==> config.mk <==
export PLATFORM = sky130hd
export DESIGN_NAME = hex8_run_ctrl
export DESIGN_NICKNAME = d
export VERILOG_FILES = /design/src/rtl/hex8_run_ctrl.sv
export SDC_FILE = /design/constraint.sdc
export NUM_CORES = 1
export LEC_CHECK = 0
export CORE_UTILIZATION = 50
export CTS_CLUSTER_SIZE = 40
export DETAILED_ROUTE_END_ITERATION = 10
export PLACE_DENSITY_LB_ADDON = 0.08
export SLEW_MARGIN = 20
export SYNTH_ARGS = -nofsm -noshare
export SYNTH_HDL_FRONTEND = slang
export SYNTH_SLANG_ARGS = --single-unit
export TNS_END_PERCENT = 100
==> constraint.sdc <==
create_clock -name clk -period 7.7 [get_ports clk]
set_input_delay 1.54 -clock clk [delete_from_list [all_inputs] [get_ports clk]]
set_output_delay 1.54 -clock clk [all_outputs]
set_load 0.02 [all_outputs]
==> src/rtl/hex8_run_ctrl.sv <==
// hex8_run_ctrl: debounced run/halt/single-step controller issuing CPU clock-enable pulses
module hex8_run_ctrl #(
  parameter int DEBOUNCE_CYCLES = 120000,
  parameter int BASE_DIV = 1200,
  parameter int HOLD_CYCLES = 4
) (
  input  logic        clk,
  input  logic        reset,
  input  logic        btn_mode,
  input  logic        btn_step,
  input  logic [2:0]  rate_sel,
  input  logic [7:0]  pc,
  input  logic [7:0]  bp_addr,
  input  logic        bp_en,
  output logic        cpu_en,
  output logic        cpu_reset,
  output logic [1:0]  state,
  output logic        bp_hit,
  output logic [15:0] step_count
);
  localparam int DW = $clog2(DEBOUNCE_CYCLES + 1);
  localparam int PW = $clog2(BASE_DIV * 128 + 1);
  localparam int HW = $clog2(HOLD_CYCLES + 1);
  typedef enum logic [1:0] {HOLD = 2'b00, HALT = 2'b01, RUN = 2'b10, STEP = 2'b11} st_t;
  st_t st, st_n;
  logic [1:0] btn, s1, s2, db, armed, press, live;
  logic [DW-1:0] cnt [2];
  logic [HW-1:0] hold_cnt;
  logic [PW-1:0] pre, pre_n, term;
  logic bp_hit_n, bp_live, bp_live_n;
  assign btn = {btn_step, btn_mode};
  assign term = (PW'(BASE_DIV) << rate_sel) - PW'(1);
  assign state = st;
  assign cpu_reset = (st == HOLD);
  // A button only arms once it has been seen released after reset, so a hold through reset is silent
  always_ff @(posedge clk or negedge reset)
    if (!reset) begin
      live <= '0;
      s1 <= '0;
      s2 <= '0;
      db <= '0;
      armed <= '0;
      press <= '0;
      cnt[0] <= '0;
      cnt[1] <= '0;
    end else begin
      live <= {live[0], 1'b1};
      s1 <= btn;
      s2 <= s1;
      for (int i = 0; i < 2; i++) begin
        armed[i] <= armed[i] | (live[1] & ~s2[i]);
        press[i] <= 1'b0;
        if (s2[i] == db[i]) cnt[i] <= '0;
        else if (cnt[i] == DW'(DEBOUNCE_CYCLES - 1)) begin
          cnt[i] <= '0;
          db[i] <= s2[i];
          press[i] <= s2[i] & armed[i];
        end else cnt[i] <= cnt[i] + DW'(1);
      end
    end
  always_comb begin
    st_n = st;
    pre_n = pre;
    bp_hit_n = bp_hit;
    bp_live_n = bp_live;
    cpu_en = 1'b0;
    case (st)
      HOLD: st_n = (hold_cnt == HW'(HOLD_CYCLES - 1)) ? HALT : HOLD;
      HALT:
        if (press[0]) begin
          st_n = RUN;
          pre_n = '0;
          bp_hit_n = 1'b0;
          bp_live_n = 1'b0;
        end else if (press[1]) st_n = STEP;
      RUN:
        if (press[0]) st_n = HALT;
        else if (pre >= term) begin
          cpu_en = 1'b1;
          pre_n = '0;
          bp_live_n = 1'b1;
        end else if (bp_live && bp_en && pc == bp_addr) begin
          st_n = HALT;
          bp_hit_n = 1'b1;
        end else pre_n = pre + PW'(1);
      STEP: begin
        cpu_en = 1'b1;
        st_n = HALT;
      end
    endcase
  end
  always_ff @(posedge clk or negedge reset)
    if (!reset) begin
      st <= HOLD;
      hold_cnt <= '0;
      pre <= '0;
      bp_hit <= 1'b0;
      bp_live <= 1'b0;
      step_count <= '0;
    end else begin
      st <= st_n;
      hold_cnt <= (st == HOLD) ? hold_cnt + HW'(1) : '0;
      pre <= pre_n;
      bp_hit <= bp_hit_n;
      bp_live <= bp_live_n;
      step_count <= cpu_en ? step_count + 16'd1 : step_count;
    end
endmodule
==> results.yml, run 1 <==
outcome:
  outcome: "finished, final reports clean"
floorplanning:
  initial_core_util_pct: 52.3
  io_pins: 45
  die_x_um: 101
  row_count: 35
  die_area_um2: 10200
  dieHeight_um: 101
  core_um2: 9370
sta:
  drv_slew: 0
  fmax_mhz: 137
  setup_viol: 0
  rsz0062_at_grt: "false"
  finalCriticalPeriod_ns: 7.28
  slew_headroom_pct: 30.4
  hold_violations: 0
  setup_tns_ns: 0
  period_share_pct: 94.5
  worstMarginPinSlew_ns: 1.04
  finClkSkew_ns: 0.0152
logic_synthesis:
  synthesis.area_um2: 4900
  ys_ff_latch: 87
  yosysMostFrequentCell: "dfrtp_1"
  synthArstFlopShare_pct: 100
  postSynthAreaPerCell_um2: 9.57
  synth_top_family_by_area: "simple AND/OR/NAND/NOR gates"
  synth_commonest_cells: "87 x dfrtp_1, 61 x nor2_1, 43 x nand2_1"
  synth-main-ff-cell: "dfrtp_1"
  ys_seq_area_share_pct: 44.4
  synth.distinct_cells: 54
  syn_inst: 512
  synthSimpleGateAreaFrac_pct: 22.9
  synthDominantCellAreaShare_pct: 44.4
  synth-compound-area-share_pct: 10.4
  yosysTopAreaCell: "dfrtp_1"
  synthAdderAreaFrac_pct: 6.89
  synth_area_leaders: "dfrtp_1 44%, ha_1 6.9%, xnor2_1 6.3%"
  synth_warnings: 0
  synth_xor_area_share_pct: 11.4
  synth_edf_count: 0
  synth_nets: 563
  synthMuxAreaShare_pct: 1.12
worst_setup_path:
  cp_max_fo: 8
  reg2reg_depth: 7
  reg2reg_slack_ns: 4.91
  reg2reg_from: "pre[13]"
  worstSetupPathType: "in -> out"
  crit_required_ns: 6.16
  start_kind: "input port"
  cp-endpoint: "cpu_en"
  r2r_end: "pre[9]"
  crit_start: "rate_sel[0]"
  crit_arrival_ns: 5.74
  crit_path_end_kind: "output port"
route:
  via_per_inst: 5.53
  drt_iter0_drc: 226
  drc: 0
  vias: 3806
  routed_wl_um: 9590
  routedWlPerCell_um: 13.9
  ant_nets: 0
  first_pass_iters: 4
pwr:
  comb_power_share_pct: 15.2
  ir_drop_v: 0.000137
  pwr-share-seq_pct: 48.2
  p_clk_share_pct: 36.6
  p_int_uw: 774
  power.net_switching_uw: 294
  switching_share_pct: 27.5
  leakagePower_uw: 0.00246
  powerDensity_nw_per_um2: 187
placed_design:
  gp_congestion: 0.872
  port_buffers: 44
  dp_hpwl_um: 6820
global_route:
  grt_max_degree: 88
  grt_first_pass_wirelength_um: 16300
  grt_use_met1_pct: 27.3
  overflow: 0
  use_met3_pct: 3.61
  track_usage_pct: 20.2
  first_global_vias: 3606
  grt-busiest-layer: "met2"
  antenna_found_initial: 0
  use_met2_pct: 32.8
cts:
  cts.sinks: 87
  clock_latency_ns: 0.35
  root_buffer: "clkbuf_8"
  clk_path_buf_depth: 2
  cts_made_buffers: 9
  postCtsSetupBuffers: 0
  cts_tree: "done"
  htree_num_levels: 3
  cts.reportedPaths.clkPinSlew_ns: 0.08
finish:
  fillers: 804
  utilization_pct: 60.9
  nNetsFinal: 605
  drive_above_1_share_pct: 5.90
  antenna_cells: 0
  synthToLayoutAreaGrowth_pct: 16.4
worst_hold_path:
  min_path_type: "reg -> reg"
run:
  maxCapViolCount: 0
## routing by layer
| metal | share of wire, % | vias up | wire (um) |
|---|---|---|---|
| met5 | 0 | - | 0 |
| met1 | 49 | 1811 | 4670 |
| met2 | 46 | 86 | 4370 |
| li1 | - | 1897 | - |
| met3 | 4.4 | 12 | 422 |
| met4 | 1.4 | 0 | 133 |
## power by group through the flow
| stage | combinational [uW] | clock [uW] | sequential (uW) |
|---|---|---|---|
| final | 162 | 391 | 515 |
| after global routing | 184 | 419 | 522 |
| after CTS | 164 | 402 | 514 |
| after detailed placement | 162 | 0 | 523 |
| after global placement | 158 | 0 | 523 |
| after floorplan | 100 | 0 | 521 |
## kinds of logic after synthesis
kind of cell | count (synthesis)
buf+inv | 31
simple gates | 216
compound gates | 81
flops | 87
mux | 5
xor+xnor | 64
fa+ha+maj | 27
other cells | 1
## through the flow
| stage | hold WS (ns) | cells | instance area [um2] | setup WS, ns | total power, uW |
|---|---|---|---|---|---|
| floorplan | 0.331 | 512 | 4900 | 1.24 | 621 |
| global placement | 0.336 | 672 | 5450 | 0.413 | 681 |
| detailed placement | 0.339 | 672 | 5450 | 0.239 | 686 |
| CTS | 0.359 | 688 | 5700 | 0.233 | 1080 |
| global route | 0.371 | 688 | 5710 | 0.109 | 1120 |
| finish | 0.356 | 688 | 5710 | 0.424 | 1070 |
## layout by cell type, fill, tap and decap left out, types with 3 or more instances in the layout
cell type        netlist  layout
a21o_1                 4       4
a21oi_1               24      24
a31oi_1               18      18
a41oi_1                5       5
and3_1                17      17
and4_1                 3       3
buf_4                  0       3
bufinv_16              0       3
clkbuf_8               0       9
clkdlybuf4s50_1        0      43
dfrtp_1               87      87
ha_1                  27      27
inv_1                 15      15
inv_6                  0       3
mux2_2                 4       4
nand2_1               43      43
nand2b_1               5       5
nand3_1               32      32
nand4_1               15      15
nor2_1                61      61
nor2b_1                4       4
nor3_1                 9       9
nor3b_1                4       4
nor4_1                 5       5
o21ai_0               13      13
xnor2_1               35      35
xor2_1                29      29
## area by class of cell
| class | instances | area, um2 | area share [%] |
|---|---|---|---|
| multi-input combinational | 394 | 2600 | 45.5 |
| sequential | 87 | 2180 | 38.2 |
| timing repair buffer | 47 | 464 | 8.14 |
| tap | 129 | 161 | 2.83 |
| clock inverter | 7 | 125 | 2.19 |
| clock buffer | 9 | 124 | 2.17 |
| inverter | 15 | 56.3 | 0.987 |
## what timing repair did
item                       4_1_cts  5_1_grt
setup endpoints to repair        0        1
gates resized for setup          0        2
hold buffers                     0        0
## state kept, by name, indices dropped and copies added, names as in the netlist
name	count
cnt	34
pre	18
step_count	16
hold_cnt	3
armed	2
db	2
live	2
press	2
s1	2
s2	2
state	2
bp_hit	1
bp_live	1
## critical path, stage by stage
cell and delay, ns:
clkdlybuf4s50_1 0.48, inv_1 0.09, ha_1 0.42, nor3b_1 0.35, a32o_1 0.24, o21bai_1 0.11
a2111oi_2 0.40, a21oi_1 0.08, ha_1 0.34, nand4_2 0.15, nor4_4 0.32, a22oi_2 0.13
a21o_1 0.20, nor2_1 0.22, clkdlybuf4s50_1 0.65
## worst min-delay path by stage
stage / start / end / slack (ns) / cells past startpoint
2_1_floorplan: live[0] / live[1] / 0.33 / 0
3_3_place_gp: s1[0] / s2[0] / 0.34 / 0
3_5_place_dp: live[0] / live[1] / 0.34 / 0
4_1_cts: live[0] / live[1] / 0.36 / 0
5_1_grt: s1[1] / s2[1] / 0.37 / 0
6_report: live[0] / live[1] / 0.36 / 0
No activity file was read; power rests on OpenSTA's default activity.
==> run 2: changes to the inputs <==
- PLACE_DENSITY: unset -> 0.71
- PLACE_DENSITY_LB_ADDON: 0.08 -> unset
==> results.yml, run 2 (synthesized netlist as in run 1, its figures left out) <==
floorplanning:
  initial_core_util_pct: 52.3
  io_pins: 45
  die_x_um: 101
  core_um2: 9370
  dieHeight_um: 101
  die_area_um2: 10200
  row_count: 35
sta:
  worstMarginPinSlew_ns: 1.03
  slew_headroom_pct: 31.2
  rsz0062_at_grt: "false"
  finClkSkew_ns: 0.0190
  setup_slack_ns: 0.309
  period_share_pct: 96.0
  hold_violations: 0
  finalCriticalPeriod_ns: 7.39
  drv_slew: 0
  setup_tns_ns: 0
  setup_viol: 0
  fmax_mhz: 135
  timing.hold.ws_ns: 0.361
worst_setup_path:
  crit_arrival_ns: 5.85
  cp_cell_sequence: "clkdlybuf4s50_1 > inv_1 > ha_1 > nor3b_1 > a32o_1 > o21bai_1 > a2111oi_1 > a21oi_1 > ha_1 > nand4_2 > nor4_4 > a22oi_2 > a21o_1 > nor2_1 > clkdlybuf4s50_1"
  critPathMaxStageDelay_ns: 0.69
  critical_path.slowest_cell: "clkdlybuf4s50_1"
  cp_max_fo: 8
  crit_family: "buffers and inverters"
  crit_path_end_kind: "output port"
  crit_required_ns: 6.16
  start_kind: "input port"
  worstSetupPathType: "in -> out"
  critPathBufInv: 3
finish:
  mostFrequentLayoutCells: "87 x dfrtp_1, 61 x nor2_1, 43 x nand2_1, 43 x clkdlybuf4s50_1, 35 x xnor2_1"
  synthToLayoutAreaGrowth_pct: 15.6
  top_register: "cnt"
  top_regs: "cnt: 34 flops, pre: 18 flops, step_count: 16 flops"
  final_common_cell: "dfrtp_1"
  antenna_cells: 0
  utilization_pct: 60.5
  nNetsFinal: 605
  fillers: 812
  largest_reg_flops: 34
  drive_above_1_share_pct: 5.72
cts:
  cts.reportedPaths.clkPinSlew_ns: 0.08
  cts_made_buffers: 9
  cts_tree: "done"
  htree_num_levels: 3
  clk_path_buf_depth: 2
  cts.sinks: 87
  postCtsHoldBufs: 0
  clock_latency_ns: 0.35
  postCtsSetupBuffers: 0
  ctsResizeCount: 0
  root_buffer: "clkbuf_8"
pwr:
  powerDensity_nw_per_um2: 179
  p_int_uw: 724
  comb_power_share_pct: 15.8
  finalPower_uw: 1010
  leakagePower_uw: 0.00244
  switching_share_pct: 28.6
  power.net_switching_uw: 291
  p_clk_share_pct: 33.5
  ir_drop_v: 0.0000975
  pwr-share-seq_pct: 50.7
placed_design:
  port_buffers: 44
  pre_cts_ws_ns: 0.313
  gp_congestion: 0.830
  dp_hpwl_um: 6930
route:
  first_pass_iters: 4
  routed_wl_um: 9870
  drc: 0
  vias: 3833
  routedWlPerCell_um: 14.3
  ant_nets: 0
  drt_iter0_drc: 167
  via_per_inst: 5.57
outcome:
  outcome: "finished, final reports clean"
global_route:
  antenna_found_initial: 0
  overflow: 0
  track_usage_pct: 20.8
  grt_first_pass_wirelength_um: 16700
  grt_max_degree: 88
  first_global_vias: 3727
worst_hold_path:
  min_path_type: "reg -> reg"
run:
  maxCapViolCount: 0
==> run 2: layout make-up <==
| cell class | instances | area (um2) | area share, % |
|---|---|---|---|
| multi-input cells | 394 | 2590 | 45.8 |
| flip-flops and latches | 87 | 2180 | 38.4 |
| repair buffers | 47 | 464 | 8.19 |
| well taps | 129 | 161 | 2.85 |
| clock buffers | 11 | 151 | 2.67 |
| clock inverters | 5 | 62.6 | 1.10 |
| inverters | 15 | 56.3 | 0.994 |
==> run 2: metrics by stage <==
step	instance area [um2]	cells
4_1_cts	5660	688
3_5_place_dp	5450	672
2_1_floorplan	4900	512
5_1_grt	5670	688
3_3_place_gp	5450	672
6_report	5670	688
==> run 2: final timing paths <==
path / start / end / slack [ns] / cells after the start
worst max-delay path: rate_sel[0] / cpu_en / 0.31 / 15
worst min-delay path: live[0] / live[1] / 0.36 / 0
worst max register to register: pre[13] / pre[17] / 4.91 / 7
worst min register to register: live[0] / live[1] / 0.36 / 0
max in group asynchronous: reset / pre[17] / 5.95 / 1
min in group asynchronous: reset / cnt[28] / 1.22 / 1
==> run 2: power by group through the flow <==
stage / clock network [uW] / registers [uW] / logic, uW
after floorplan: 0 / 521 / 100
after global placement: 0 / 523 / 158
after detailed placement: 0 / 524 / 160
after CTS: 349 / 515 / 161
after global routing: 363 / 521 / 180
final: 340 / 515 / 160
==> run 2: layer usage <==
| metal | track usage, % | wire [um] |
|---|---|---|
| met5 | 0 | 0 |
| met4 | 7.69 | 172 |
| met2 | 34.8 | 4590 |
| met3 | 3.61 | 421 |
| met1 | 27.1 | 4680 |
==> run 2: worst register-to-register path, delay by kind of cell (launching register included) <==
family	cells	cell delay, ns
compound gates	5	0.98
fa+ha+maj	1	0.38
flops	1	0.48
simple gates	1	0.87
